<file path="config.mk">
export PLATFORM = sky130hd
export DESIGN_NAME = ub_bank_arbiter
export DESIGN_NICKNAME = d
export VERILOG_FILES = /design/src/rtl/ub_pkg.sv /design/src/rtl/ub_starve_counter.sv /design/src/rtl/ub_bank_arbiter.sv
export SDC_FILE = /design/constraint.sdc
export NUM_CORES = 1
export LEC_CHECK = 0
export ABC_AREA = 1
export BUFFER_PORTS_ARGS = -buffer_cell sky130_fd_sc_hd__buf_4
export CORE_AREA = 2 2 290 292
export DETAILED_ROUTE_END_ITERATION = 10
export DIE_AREA = 0 0 292 294
export SETUP_SLACK_MARGIN = 0.3
export SLEW_MARGIN = 20
export SYNTH_ARGS = -nofsm -noshare
export SYNTH_HDL_FRONTEND = slang
export SYNTH_SLANG_ARGS = --single-unit
</file>
<file path="constraint.sdc">
create_clock -name clk -period 2.4 [get_ports clk]
set_input_delay 0.36 -clock clk [delete_from_list [all_inputs] [get_ports clk]]
set_output_delay 0.36 -clock clk [all_outputs]
set_load 0.005 [all_outputs]
</file>
<file path="src/rtl/ub_pkg.sv">
// ---------------------------------------------------------------------------
// ub_pkg
// Shared definitions for the unified-buffer bank arbiter.
//   UB_DATA_W / UB_ADDR_W : default data / address widths of the buffer
//   bank_w(nb)            : number of bank-select bits for nb banks
//   ub_req_t              : request bundle {we, addr, wdata}
//   bank_of(addr, ...)    : global address -> bank index; the buffer uses the
//                           same decode, so the two must stay in lock-step
// ---------------------------------------------------------------------------
package ub_pkg;

   localparam int UB_DATA_W = 32;
   localparam int UB_ADDR_W = 10;

   function automatic int bank_w(input int nb);
      return $clog2(nb);
   endfunction

   typedef struct packed {
      logic                 we;
      logic [UB_ADDR_W-1:0] addr;
      logic [UB_DATA_W-1:0] wdata;
   } ub_req_t;

   // Bank select is the top bank_w(nb) bits of the global address.
   function automatic int bank_of(input logic [31:0] addr, input int addr_w, input int nb);
      return int'((addr >> (addr_w - bank_w(nb))) & 32'(nb - 1));
   endfunction

endpackage

</file>
<file path="src/rtl/ub_starve_counter.sv">
// ---------------------------------------------------------------------------
// ub_starve_counter
// Saturating count of consecutive cycles a DMA request has been held off.
//   clk, reset : clock, synchronous active-high reset
//   stall      : DMA request present but not accepted this cycle (count up)
//   xfer       : DMA request accepted this cycle (clear)
//   expired    : count has reached MAX_WAIT; DMA now wins collisions
// With neither stall nor xfer (no DMA request) the count holds.
// ---------------------------------------------------------------------------
module ub_starve_counter #(
   parameter int WAIT_W   = 4,
   parameter int MAX_WAIT = 4
) (
   input  logic clk,
   input  logic reset,
   input  logic stall,
   input  logic xfer,
   output logic expired
);

   logic [WAIT_W-1:0] wait_cnt;

   // NOTE: state registers use non-blocking (<=) so every flop samples the
   // pre-edge value of its inputs regardless of process evaluation order.
   always_ff @(posedge clk) begin
      if (reset) begin
         wait_cnt <= '0;
      end else if (xfer) begin
         wait_cnt <= '0;
      end else if (stall && (wait_cnt != '1)) begin
         wait_cnt <= wait_cnt + WAIT_W'(1);
      end
   end

   assign expired = (wait_cnt >= WAIT_W'(MAX_WAIT));

endmodule

</file>
<file path="src/rtl/ub_bank_arbiter.sv">
// ---------------------------------------------------------------------------
// ub_bank_arbiter
// Per-bank arbiter between one DMA request stream and NB per-bank PE request
// streams in front of the unified buffer. On a DMA/PE collision on the same
// bank the PE wins unless cfg_dma_priority is set or the DMA has been held
// off for MAX_WAIT cycles. Reads return one cycle after the grant.
//
// Ports
//   clk, reset           : clock, synchronous active-high reset
//   cfg_dma_priority     : 1 = DMA always wins collisions
//   dma_req_*            : DMA request (valid/ready, we, global addr, wdata)
//   dma_rsp_valid/data   : DMA read response
//   pe_req_*             : NB per-bank PE requests (flattened, bank 0 at LSB)
//   pe_rsp_valid/data    : NB per-bank PE read responses
//   ub_dma_*             : buffer DMA port (enables, global addr, write data)
//   ub_pe_*              : buffer per-bank PE ports
//   ub_pe_data_out       : per-bank registered read data from the buffer
//
// The DMA request is carried internally in ub_req_t, which is sized by the
// package widths; DATA_W / ADDR_W are expected to equal them.
// ---------------------------------------------------------------------------
module ub_bank_arbiter
   import ub_pkg::*;
#(
   parameter int DATA_W   = UB_DATA_W,
   parameter int ADDR_W   = UB_ADDR_W,
   parameter int NB       = 4,
   parameter int MAX_WAIT = 4,
   parameter int WAIT_W   = 4
) (
   input  logic                 clk,
   input  logic                 reset,
   input  logic                 cfg_dma_priority,

   input  logic                 dma_req_valid,
   output logic                 dma_req_ready,
   input  logic                 dma_req_we,
   input  logic [ADDR_W-1:0]    dma_req_addr,
   input  logic [DATA_W-1:0]    dma_req_wdata,
   output logic                 dma_rsp_valid,
   output logic [DATA_W-1:0]    dma_rsp_data,

   input  logic [NB-1:0]        pe_req_valid,
   output logic [NB-1:0]        pe_req_ready,
   input  logic [NB-1:0]        pe_req_we,
   input  logic [NB*ADDR_W-1:0] pe_req_addr,
   input  logic [NB*DATA_W-1:0] pe_req_wdata,
   output logic [NB-1:0]        pe_rsp_valid,
   output logic [NB*DATA_W-1:0] pe_rsp_data,

   output logic                 ub_dma_write_en,
   output logic                 ub_dma_read_en,
   output logic [ADDR_W-1:0]    ub_dma_addr,
   output logic [DATA_W-1:0]    ub_dma_data_in,
   output logic [NB-1:0]        ub_pe_read_en,
   output logic [NB-1:0]        ub_pe_write_en,
   output logic [NB*ADDR_W-1:0] ub_pe_addr,
   output logic [NB*DATA_W-1:0] ub_pe_data_in,
   input  logic [NB*DATA_W-1:0] ub_pe_data_out
);

   localparam int BANK_W = bank_w(NB);

   ub_req_t             dma_req;
   logic [BANK_W-1:0]   dma_bank;
   logic                dma_collide;
   logic                dma_wins;
   logic                dma_grant;
   logic [NB-1:0]       pe_grant;
   logic                wait_expired;

   logic                rd_dma_q;
   logic [BANK_W-1:0]   dma_bank_q;
   logic [NB-1:0]       rd_pe_q;

   assign dma_req = '{we:    dma_req_we,
                      addr:  UB_ADDR_W'(dma_req_addr),
                      wdata: UB_DATA_W'(dma_req_wdata)};

   // ------------------------------------------------------------------
   // Starvation guard
   // ------------------------------------------------------------------
   ub_starve_counter #(
      .WAIT_W   (WAIT_W),
      .MAX_WAIT (MAX_WAIT)
   ) u_starve (
      .clk     (clk),
      .reset   (reset),
      .stall   (dma_req_valid & ~dma_grant),
      .xfer    (dma_req_valid & dma_grant),
      .expired (wait_expired)
   );

   // ------------------------------------------------------------------
   // Combinational arbitration. Only the bank addressed by the DMA can
   // collide, so a DMA request never affects PEs on other banks. Grants
   // are forced low during reset so nothing reaches the buffer.
   // ------------------------------------------------------------------
   // NOTE: every signal written here gets a default before any condition,
   // so no path leaves a value unassigned and no latch is inferred.
   always_comb begin
      dma_bank    = BANK_W'(bank_of(32'(dma_req.addr), ADDR_W, NB));
      dma_collide = dma_req_valid & pe_req_valid[dma_bank];
      dma_wins    = cfg_dma_priority | wait_expired;
      dma_grant   = 1'b0;
      pe_grant    = '0;

      if (!reset) begin
         dma_grant = dma_req_valid & (~dma_collide | dma_wins);
         for (int b = 0; b < NB; b++) begin
            pe_grant[b] = pe_req_valid[b]
                        & ~(dma_collide & dma_wins & (dma_bank == BANK_W'(b)));
         end
      end
   end

   assign dma_req_ready = dma_grant;
   assign pe_req_ready  = pe_grant;

   // ------------------------------------------------------------------
   // Buffer ports: enables follow the grant, addr/data pass through.
   // ------------------------------------------------------------------
   assign ub_dma_write_en = dma_grant &  dma_req.we;
   assign ub_dma_read_en  = dma_grant & ~dma_req.we;
   assign ub_dma_addr     = ADDR_W'(dma_req.addr);
   assign ub_dma_data_in  = DATA_W'(dma_req.wdata);

   assign ub_pe_write_en  = pe_grant &  pe_req_we;
   assign ub_pe_read_en   = pe_grant & ~pe_req_we;
   assign ub_pe_addr      = pe_req_addr;
   assign ub_pe_data_in   = pe_req_wdata;

   // ------------------------------------------------------------------
   // Read response tracking (buffer read latency is one cycle).
   // ------------------------------------------------------------------
   always_ff @(posedge clk) begin
      if (reset) begin
         rd_dma_q   <= 1'b0;
         dma_bank_q <= '0;
         rd_pe_q    <= '0;
      end else begin
         rd_dma_q   <= dma_grant & ~dma_req.we;
         dma_bank_q <= dma_bank;
         rd_pe_q    <= pe_grant & ~pe_req_we;
      end
   end

   // Valids are also masked by reset so a read granted just before reset
   // rises never shows a response.
   assign dma_rsp_valid = rd_dma_q & ~reset;
   assign pe_rsp_valid  = rd_pe_q & {NB{~reset}};

   // A DMA read occupies its bank's read port; that bank's PE was blocked,
   // so its data output carries the DMA word.
   assign dma_rsp_data  = ub_pe_data_out[dma_bank_q*DATA_W +: DATA_W];
   assign pe_rsp_data   = ub_pe_data_out;

endmodule

</file>
==> summary.txt, run 1 <==
Status
  • Outcome: finished, final reports clean

Critical path
  • Slowest cell on the critical path: dfxtp_1
  • CP peak stage delay: 0.34 ns
  • Worst reg-to-reg setup slack: ~1.2 ns
  • FF-to-FF Start: u_starve.wait_cnt[2]$_SDFFE_PP0P_
  • Reg2reg end: rd_pe_q[0]$_SDFF_PP0_
  • Crit path top cell by count: nor2_2
  • CP Capture Type: primary output
  • Crit path required time: between 2 and 2.5 ns
  • Kind of critical path: flop to primary output
  • Critical Path Fanout Max: 4
  • Worst r2r path cells: 5
  • CP startpoint kind: flop
  • Critical path cell sequence: nor3_4 > nor2_2 > nand3_1 > nand3_2 > nor2_2 > buf_4
  • WP data arrival: 1.61 ns

Timing
  • Max-slew violations: 0
  • # setup viols final: 0
  • Clk_skew: about 0.0079 ns
  • Final Cycle Share: 82.29%
  • Peak Freq: 0.5063 GHz
  • Slew margin rel.: 50.53%
  • Unrepaired setup endpoints after global routing: false
  • Final TNS setup: 0 ns
  • Final min period: 1.975 ns
  • Worst-Margin Slew: 0.7394 ns
  • Hold Vio Cnt, Final: 0

Floorplan
  • Die width: 292 µm
  • Die Footprint: 85850 µm²
  • Die height: 294 µm
  • Site Rows: between 100 and 150
  • Core Region: 82890 µm²
  • I/O Pins: 741
  • Starting Density: 4.872%

Route
  • Drt first pass iters: 4
  • Via count of the routed design: ~4000
  • Initial DRC Count: 115
  • Drt total wl: 35.16 mm
  • Residual DRC: 0
  • Antenna viol nets, final: 0
  • Via-per-instance ratio: between 2 and 2.5
  • WL per Instance: 20.94 µm

Synthesis
  • Avg Cell Area, Syn: 6.525 µm²
  • Post-synth top cells: buf_4 (338), nor2_1 (91), o21ai_0 (62)
  • Synth unique cells: 23
  • Gate Count Post-Synth: 619
  • Synthesis Warnings: 0
  • Synth Register Bits: 11
  • EDFF count, synth: 0
  • Yosys top cell area share: between 60% and 70%
  • Area contributors post-synth: buf_4 (63%), nor2_1 (8.5%), o21ai_0 (7.7%)
  • Synth async-reset ratio: 0%
  • Syn Nets: 971
  • Dominant synthesized flop cell: dfxtp_1
  • Post-synthesis sequential area ratio: between 5 and 6%
  • Mapped cell area: 4039 µm²
  • Most numerous cell in the Yosys netlist: buf_4
  • Area leader, netlist: buf_4

Clock tree
  • CTS sink cnt: 11
  • CTS tree: done
  • Hold_buf cts: 0
  • H-tree Lvls: 1
  • Clock Latency Late Sink: 0.26 ns
  • CTS Buffer Depth: 2
  • CTS Buf Count: 3
  • CTS root buf: clkbuf_16
  • Clock transition at path regs: 0.06 ns

Global routing
  • Global Route Usage Sum: roughly 7.5%
  • First-pass GRT wire length: 41.17 mm
  • Initial antenna violation count: 12
  • Grt ovf: 0
  • Vias in the first global route: 3847
  • Largest net degree at the start of global routing: 59

Worst hold path
  • Hold Path Class: input pin to flop
  • Worst min-delay path endpoint: rd_pe_q[1]$_SDFF_PP0_
  • Hold path startpoint: pe_req_we[1]
  • Hold-critical path depth: 2

Cells and area
  • Util after Layout: 6.540%
  • Nets: 949
  • Layout cell share with drive strength beyond 1: 59.40%
  • P&R area growth vs syn: 34.23%

Pwr
  • Pwr/cell area: 258.1 nW/µm²
  • Peak VDD IR: between 0.00015 and 0.0002 V
  • Power, Total: between 1 and 1.5 mW
  • Static Leak: 2.260 nW

Job
  • Max-Cap Viols: 0

Place
  • Post-DP HPWL: 31.37 mm
  • IO Port Bufs: about 320
  • Gpl congestion: roughly 0.70
-- power by group --
group / leakage, nW / switching (mW) / total [mW] / internal (mW)
clock: 0.0382 / 0.130 / 0.357 / 0.226
sequential: 0.0911 / 0.00942 / 0.200 / 0.191
combinational: 2.13 / 0.397 / 0.842 / 0.445
-- layout by cell type (no fill, tap or decap) --
cell / count
buf_6: 2
ha_1: 1
nand2_1: 13
nand2_2: 2
nor3_1: 1
o21ai_1: 2
nand3_4: 1
clkbuf_16: 4
o311ai_0: 1
o21ai_0: 62
nand3_2: 4
nand2_4: 1
diode_2: 3
buf_12: 3
dfxtp_2: 1
nand4_1: 1
inv_4: 1
nor2_2: 2
o22ai_1: 32
nor2_4: 1
dfxtp_4: 1
nand3_1: 5
inv_1: 24
dfxtp_1: 9
a21oi_2: 2
inv_2: 3
nor3_4: 1
buf_4: 325
nor2_1: 90
clkbuf_1: 1
-- worst max-delay path, delay by kind of cell (launching register included) --
kind / cells / cell delay [ns]
DFF: 1 / 0.34
buffers and inverters: 1 / 0.16
and+or+nand+nor: 5 / 0.86
-- timing repair --
| item | 4_1_cts | 5_1_grt |
|---|---|---|
| buffers inserted | 0 | 0 |
| gates resized for setup | 1 | 6 |
| endpoints found under the setup margin | 1 | 5 |
| cloned | 0 | 1 |
| pin swaps | 0 | 0 |
-- state kept, by name (all words and copies together), names as in the netlist --
signal,flops
rd_pe_q,4
rd_dma_q,1
u_starve.wait_cnt,4
dma_bank_q,2
-- through the flow --
stage	hold WS (ns)	cells	setup WS [ns]	instance area, µm²
final	0.2854	1679	0.4251	5421
after CTS	0.2770	1675	0.3176	5369
after global routing	0.2861	1678	0.3365	5419
after detailed placement	0.5162	1671	0.3347	5288
after floorplan	0.4324	619	1.007	4039
after global placement	0.5095	1671	0.3358	5288
-- how the worst max path moves through the flow --
stage / depth (start not counted) / start / slack, ns / to
6_report: 6 / u_starve.wait_cnt[2]$_SDFFE_PP0P_ / 0.43 / ub_pe_write_en[2]
5_1_grt: 6 / u_starve.wait_cnt[2]$_SDFFE_PP0P_ / 0.34 / ub_pe_write_en[2]
4_1_cts: 5 / dma_bank_q[0]$_SDFF_PP0_ / 0.32 / dma_rsp_data[13]
3_5_place_dp: 12 / dma_req_addr[8] / 0.33 / ub_pe_write_en[2]
3_3_place_gp: 12 / dma_req_addr[8] / 0.34 / ub_pe_write_en[2]
2_1_floorplan: 10 / dma_req_addr[8] / 1.01 / ub_pe_read_en[0]
-- layer usage --
metal / share of wire, % / GRT usage, %
met5: 0.020 / 0
met4: 5.9 / 3.747
met3: 16 / 5.038
met2: 45 / 12.49
met1: 33 / 6.900
-- final cells by class --
cell class | count | area [µm²]
well taps | 1080 | 1351
diodes | 3 | 7.507
repair buffers | 331 | 2547
inverters | 28 | 107.6
fillers | 9780 | 77470
flip-flops and latches | 11 | 225.2
multi-input cells | 222 | 1104
clock buffers | 4 | 78.83
-- cells by family after synthesis --
logic type,synth area share [%]
buf+inv,67.47
simple gates,13.23
fa+ha+maj,0.3097
flops,5.452
compound gates,13.54
(Power assumes the default switching activity.)
==> run 2, diff against run 1 <==
--- a/config.mk
+++ b/config.mk
@@ -5,11 +5,11 @@
 export SDC_FILE = /design/constraint.sdc
 export NUM_CORES = 1
 export LEC_CHECK = 0
-export ABC_AREA = 1
+export ABC_AREA = 0
 export BUFFER_PORTS_ARGS = -buffer_cell sky130_fd_sc_hd__buf_4
-export CORE_AREA = 2 2 290 292
+export CORE_AREA = 2 2 285 287
 export DETAILED_ROUTE_END_ITERATION = 10
-export DIE_AREA = 0 0 292 294
+export DIE_AREA = 0 0 287 289
 export SETUP_SLACK_MARGIN = 0.3
 export SLEW_MARGIN = 20
 export SYNTH_ARGS = -nofsm -noshare
==> constraint.sdc (replaced) <==
create_clock -name clk -period 2 [get_ports clk]
set_input_delay 0.3 -clock clk [delete_from_list [all_inputs] [get_ports clk]]
set_output_delay 0.3 -clock clk [all_outputs]
set_load 0.005 [all_outputs]
==> summary.txt, run 2 <==
Global routing
  • Largest net degree at the start of global routing: 33 (was 59)
  • Global Route Usage Sum: 7.071% (was 7.452%)
  • First-pass GRT wire length: 36.49 mm (was 41.17 mm)
  • Vias in the first global route: 3064 (was 3847)
  • Grt ovf: 0 (unchanged)
  • Initial antenna violation count: 24 (was 12)

Cells and area
  • # fillers: 9416 (was 9780)
  • Most frequent cells in the layout: buf_4 (300), buf_6 (37), mux4_2 (33) (was buf_4 (325), nor2_1 (90), o21ai_0 (62))
  • Top flop regs: rd_pe_q x4, u_starve.wait_cnt x4, dma_bank_q x2 (unchanged)
  • FF+latch area: 232.7 µm² (was 225.2 µm²)
  • Layout cell share with drive strength beyond 1: 90.89% (was 59.40%)
  • Multi-input gate area: 1132 µm² (was 1104 µm²)
  • Final instance area: 5578 µm² (was 5421 µm²)
  • Most common cell after layout, fill and taps aside: buf_4 (unchanged)
  • P&R area growth vs syn: 44.79% (was 34.23%)
  • Nets: 792 (was 949)

Route
  • Antenna viol nets, final: 0 (unchanged)
  • Metal2 WL: 12.67 mm (was 15.95 mm)
  • Via-per-instance ratio: 2.069 (was 2.366)
  • Drt total wl: 32.31 mm (was 35.16 mm)
  • Drt first pass iters: 4 (unchanged)
  • Via count of the routed design: 3116 (was 3973)
  • Residual DRC: 0 (unchanged)
  • WL per Instance: 21.45 µm (was 20.94 µm)
  • Met1 WL: 11.70 mm (was 11.62 mm)
  • Highest routed layer: met5 (unchanged)
  • Initial DRC Count: 74 (was 115)
  • DR WL met3: 5.393 mm (was 5.522 mm)

Clock tree
  • CTS tree: done (unchanged)
  • CTS Buffer Depth: 2 (unchanged)
  • CTS Buf Count: 3 (unchanged)
  • Hold_buf cts: 0 (unchanged)
  • CTS sink cnt: 11 (unchanged)
  • Clock transition at path regs: 0.05 ns (was 0.06 ns)
  • H-tree Lvls: 1 (unchanged)
  • Clock Latency Late Sink: 0.25 ns (was 0.26 ns)
  • CTS root buf: clkbuf_16 (unchanged)

Critical path
  • Critical Path Fanout Max: 5 (was 4)
  • CP Capture Type: primary output (unchanged)
  • Kind of critical path: flop to primary output (unchanged)
  • CP startpoint kind: flop (unchanged)
  • Crit path top cell by count: buf_6 (was nor2_2)
  • Critical path cell sequence: buf_6 > buf_6 > mux4_2 > buf_6 (was nor3_4 > nor2_2 > nand3_1 > nand3_2 > nor2_2 > buf_4)
  • CP peak stage delay: 0.50 ns (was 0.34 ns)
  • Crit path required time: 1.70 ns (was 2.04 ns)
  • WP data arrival: 1.59 ns (was 1.61 ns)
  • Slowest cell on the critical path: mux4_2 (was dfxtp_1)

Worst hold path
  • Hold Path Class: input pin to flop (unchanged)

Synthesis
  • Syn Nets: 793 (was 971)
  • EDFF count, synth: 0 (unchanged)
  • Dominant synthesized flop cell: dfxtp_1 (unchanged)
  • Synth unique cells: 29 (was 23)
  • Area leader, netlist: buf_4 (unchanged)
  • Synth async-reset ratio: 0% (unchanged)
  • Area contributors post-synth: buf_4 (66%), mux4_2 (19%), dfxtp_1 (5.7%) (was buf_4 (63%), nor2_1 (8.5%), o21ai_0 (7.7%))
  • Mapped cell area: 3852 µm² (was 4039 µm²)
  • Gate Count Post-Synth: 441 (was 619)
  • Yosys top cell area share: 66.06% (was 62.83%)
  • Post-synth top cells: buf_4 (339), mux4_2 (33), dfxtp_1 (11), nor2_1 (11), inv_1 (9) (was buf_4 (338), nor2_1 (91), o21ai_0 (62))
  • Synth Register Bits: 11 (unchanged)
  • Avg Cell Area, Syn: 8.736 µm² (was 6.525 µm²)
  • Post-synthesis sequential area ratio: 5.716% (was 5.452%)
  • Most numerous cell in the Yosys netlist: buf_4 (unchanged)
  • Synthesis Warnings: 0 (unchanged)

Floorplan
  • Die width: 287 µm (was 292 µm)
  • Site Rows: 104 (was 106)
  • I/O Pins: 741 (unchanged)
  • Core Region: 79900 µm² (was 82890 µm²)
  • Die Footprint: 82940 µm² (was 85850 µm²)
  • Die height: 289 µm (was 294 µm)
  • Starting Density: 4.822% (was 4.872%)

Timing
  • Final TNS setup: 0 ns (unchanged)
  • Clk_skew: 0.01022 ns (was 0.007880 ns)
  • Final min period: 1.887 ns
  • Max-slew violations: 0 (unchanged)
  • Worst-Margin Slew: 0.3613 ns (was 0.7394 ns)
  • Final Cycle Share: 94.36%
  • Hold_ws: 0.2476 ns (was 0.2854 ns)
  • Unrepaired setup endpoints after global routing: true (was false)
  • Slew margin rel.: 75.89% (was 50.53%)
  • Hold Vio Cnt, Final: 0 (unchanged)
  • Peak Freq: 0.5299 GHz
  • # setup viols final: 0 (unchanged)

Pwr
  • Power, Total: 1.656 mW (was 1.399 mW)
  • Pwr/cell area: 296.9 nW/µm² (was 258.1 nW/µm²)
  • Peak VDD IR: 0.0001888 V (was 0.0001842 V)
  • Static Leak: 2.188 nW (was 2.260 nW)

Job
  • Max-Cap Viols: 0 (unchanged)

Place
  • Area after DPL: 5135 µm² (was 5288 µm²)
  • IO Port Bufs: 324 (unchanged)
  • Post-DP HPWL: 29.33 mm (was 31.37 mm)
  • Gpl congestion: 0.6767 (was 0.6964)

Status
  • Outcome: finished, final reports clean (unchanged)
-- run 2: layout make-up --
type / count / share of cell area, %
diodes: 7 / 0.3140
clock buffers: 4 / 1.413
inverters: 9 / 0.6505
multi-input cells: 74 / 20.30
flip-flops and latches: 11 / 4.172
well taps: 1060 / 23.78
repair buffers: 341 / 49.37
-- run 2: through the flow --
step	instances	util (%)	setup slack (ns)
2_1_floorplan	441	-	0.5087
3_3_place_gp	1488	6.427	-0.01383
3_5_place_dp	1488	6.427	-0.02795
4_1_cts	1497	6.779	0.1022
5_1_grt	1501	6.966	0.07734
6_report	1506	6.981	0.1129
-- run 2: power breakdown --
group	switching [mW]	internal, mW	leakage [nW]
logic	0.410	0.629	2.06
registers	0.00786	0.224	0.0925
clock network	0.116	0.269	0.0382
-- run 2: layer usage --
metal  up-vias  track usage [%]
met2       515            10.13
met4         8            4.375
met5         -            1.023
met3       146            4.362
li1       1110                -
met1      1337            7.782
-- run 2: worst paths after layout --
| kind | cells past startpoint | end | slack, ns | from |
|---|---|---|---|---|
| hold reg to reg | 2 | u_starve.wait_cnt[1]$_SDFFE_PP0P_ | 0.48 | u_starve.wait_cnt[1]$_SDFFE_PP0P_ |
| hold / removal | 2 | rd_pe_q[2]$_SDFF_PP0_ | 0.25 | pe_req_we[2] |
| setup reg to reg | 5 | rd_dma_q$_SDFF_PP0_ | 0.77 | u_starve.wait_cnt[2]$_SDFFE_PP0P_ |
| setup / recovery | 4 | dma_rsp_data[11] | 0.11 | dma_bank_q[0]$_SDFF_PP0_ |
-- run 2: what timing repair did --
| item | CTS | global route |
|---|---|---|
| gates resized for setup | 39 | 32 |
| endpoints found under the setup margin | 45 | 45 |
| gates cloned | 0 | 1 |
| pin swaps | 7 | 8 |
| buffers inserted | 5 | 1 |
-- run 2: kinds of logic (layout without fill, tap and decap cells) --
kind of cell	Yosys count	in the layout	share of synthesized area, %
adder cells (fa/ha/maj)	1	1	0.3247
AND/OR/NAND/NOR	30	30	4.417
flip-flops	11	11	5.716
other	0	7	0
AO/OA/AOI/OAI	10	10	2.046
buffers and inverters	356	354	68.20
multiplexers	33	33	19.29
-- run 2: worst max-delay path, delay by kind of cell (launching register included) --
| family | cells | cell delay, ns |
|---|---|---|
| buffers and inverters | 3 | 0.39 |
| DFF | 1 | 0.46 |
| muxes | 1 | 0.50 |
==> run 3, diff against run 2 <==
==> constraint.sdc (replaced) <==
create_clock -name clk -period 1.7 [get_ports clk]
set_input_delay 0.255 -clock clk [delete_from_list [all_inputs] [get_ports clk]]
set_output_delay 0.255 -clock clk [all_outputs]
set_load 0.005 [all_outputs]
==> summary.txt, run 3 (synthesis gave the netlist of run 2 again) <==
Place
  • Post-Place Setup Slack: -0.01615 ns (was -0.02795 ns)
  • Post-DP HPWL: 27.79 mm (was 29.33 mm)
  • Gpl congestion: 0.6991 (was 0.6767)
  • Area after DPL: 5167 µm² (was 5135 µm²)
  • IO Port Bufs: 324 (unchanged)

Cells and area
  • Most common cell after layout, fill and taps aside: buf_4 (unchanged)
  • Nets: 802 (was 792)
  • Final instance area: 5667 µm² (was 5578 µm²)
  • Top flop regs: rd_pe_q x4, u_starve.wait_cnt x4, dma_bank_q x2 (unchanged)
  • P&R area growth vs syn: 47.09% (was 44.79%)
  • Layout cell share with drive strength beyond 1: 91.76% (was 90.89%)
  • Most frequent cells in the layout: buf_4 (300), buf_6 (45), mux4_2 (33) (was buf_4 (300), buf_6 (37), mux4_2 (33))

Clock tree
  • CTS Buf Count: 3 (unchanged)
  • Clock transition at path regs: 0.05 ns (about the same)
  • Clock Latency Late Sink: 0.25 ns (about the same)
  • Hold_buf cts: 0 (unchanged)
  • H-tree Lvls: 1 (unchanged)
  • CTS sink cnt: 11 (unchanged)
  • CTS tree: done (unchanged)
  • CTS Buffer Depth: 2 (unchanged)
  • CTS root buf: clkbuf_16 (unchanged)

Timing
  • Final min period: 1.808 ns
  • Max-slew violations: 0 (unchanged)
  • Fin worst setup slack: -0.1081 ns (was 0.1129 ns)
  • Final TNS setup: -2.642 ns (was 0 ns)
  • Peak Freq: between 0.5 and 0.6 GHz
  • Slew margin rel.: 76.54% (was 75.89%)
  • Hold_ws: 0.1909 ns (was 0.2476 ns)
  • Unrepaired setup endpoints after global routing: true (unchanged)
  • Clk_skew: 0.008133 ns (was 0.01022 ns)
  • # setup viols final: 39 (was 0)
  • Worst-Margin Slew: 0.3516 ns (was 0.3613 ns)
  • Hold Vio Cnt, Final: 0 (unchanged)
  • Final Cycle Share: 106.4%

Floorplan
  • Starting Density: 4.822% (unchanged)
  • Site Rows: 104 (unchanged)
  • Die Footprint: 82940 µm² (unchanged)
  • I/O Pins: 741 (unchanged)
  • Die height: 289 µm (unchanged)
  • Die width: 287 µm (unchanged)
  • Core Region: 79900 µm² (unchanged)

Critical path
  • FF-to-FF Start: u_starve.wait_cnt[2]$_SDFFE_PP0P_ (unchanged)
  • CP startpoint kind: flop (unchanged)
  • Crit path required time: 1.44 ns (was 1.70 ns)
  • Kind of critical path: flop to primary output (unchanged)
  • WP data arrival: 1.55 ns (was 1.59 ns)
  • Reg2reg end: u_starve.wait_cnt[2]$_SDFFE_PP0P_ (was rd_dma_q$_SDFF_PP0_)
  • CP Capture Type: primary output (unchanged)
  • Critical Path Fanout Max: 6 (was 5)
  • Worst r2r path cells: 8 (was 5)
  • Worst reg-to-reg setup slack: 0.29 ns (was 0.77 ns)

Route
  • Via-per-instance ratio: 2.090 (was 2.069)
  • WL per Instance: 20.25 µm (was 21.45 µm)
  • Via count of the routed design: 3164 (was 3116)
  • Residual DRC: 0 (unchanged)
  • Drt first pass iters: 4 (unchanged)
  • Antenna viol nets, final: 0 (unchanged)
  • Drt total wl: 30.66 mm (was 32.31 mm)
  • Initial DRC Count: 74 (unchanged)

Worst hold path
  • Hold Path Class: input pin to flop (unchanged)
  • Hold-critical path depth: 2 (unchanged)
  • Hold path startpoint: pe_req_we[2] (unchanged)
  • Worst min-delay path endpoint: rd_pe_q[2]$_SDFF_PP0_ (unchanged)

Global routing
  • Vias in the first global route: 3065 (was 3064)
  • Global Route Usage Sum: 6.703% (was 7.071%)
  • Grt ovf: 0 (unchanged)
  • Largest net degree at the start of global routing: 33 (unchanged)
  • First-pass GRT wire length: 34.85 mm (was 36.49 mm)
  • Initial antenna violation count: 19 (was 24)

Pwr
  • Peak VDD IR: 0.0002181 V (was 0.0001888 V)
  • Pwr/cell area: 346.1 nW/µm² (was 296.9 nW/µm²)
  • Power, Total: 1.962 mW (was 1.656 mW)
  • Static Leak: 2.243 nW (was 2.188 nW)

Status
  • Failing checks: setup timing
  • Outcome: complete, but fails checks (was finished, final reports clean)

Job
  • Max-Cap Viols: 0 (unchanged)
## run 3: changes by cell type in the layout (fill, tap and decap cells not counted), sizes merged
cell,before,now
diode,7,5
clkbuf,5,4
buf,340,351
## run 3: worst max path at each step
stage	cells after the start	end	start	slack [ns]
6_report	4	dma_rsp_data[17]	dma_bank_q[0]$_SDFF_PP0_	-0.11
5_1_grt	3	dma_rsp_data[15]	dma_bank_q[0]$_SDFF_PP0_	-0.16
4_1_cts	3	dma_rsp_data[15]	dma_bank_q[0]$_SDFF_PP0_	-0.14
3_5_place_dp	6	ub_pe_read_en[3]	cfg_dma_priority	-0.02
3_3_place_gp	6	ub_pe_read_en[3]	cfg_dma_priority	-0.03
2_1_floorplan	3	dma_rsp_data[10]	dma_bank_q[0]$_SDFF_PP0_	0.30
## run 3: layout make-up
cell class              instances  area (µm²)
fillers                      9392       74230
repair buffers                351        2859
well taps                    1060        1326
multi-input cells              74        1126
flip-flops and latches         11       227.7
clock buffers                   4       78.83
inverters                       9       36.28
diodes                          5       12.51
## run 3: per-stage QoR
step                std cells  util [%]
floorplan                 441         -
global placement         1494     6.468
detailed placement       1494     6.468
CTS                      1503     6.919
global route             1510     7.080
finish                   1514     7.093
## run 3: metal layers
metal	up-vias	track usage [%]	part of all wire, %
met4	14	3.906	6.7
met3	134	5.528	19
met5	-	1.136	0.84
li1	1133	-	-
met1	1393	6.039	32
met2	490	10.33	42
## run 3: power breakdown
part           total (mW)  leakage, nW  internal [mW]  switching, mW
sequential          0.272       0.0919          0.267        0.00550
combinational        1.22         2.11          0.754          0.469
clock               0.466       0.0382          0.318          0.148
## run 3: timing repair
action | in CTS | in global routing
pin swaps | 9 | 11
setup endpoints to repair | 48 | 49
setup buffers | 5 | 6
gates resized for setup | 66 | 21
## run 3: critical path, cell delays in order, from the launching register on
cell and delay (ns):
dfxtp_4 0.38, buf_4 0.12, buf_8 0.13, mux4_2 0.52, buf_4 0.15
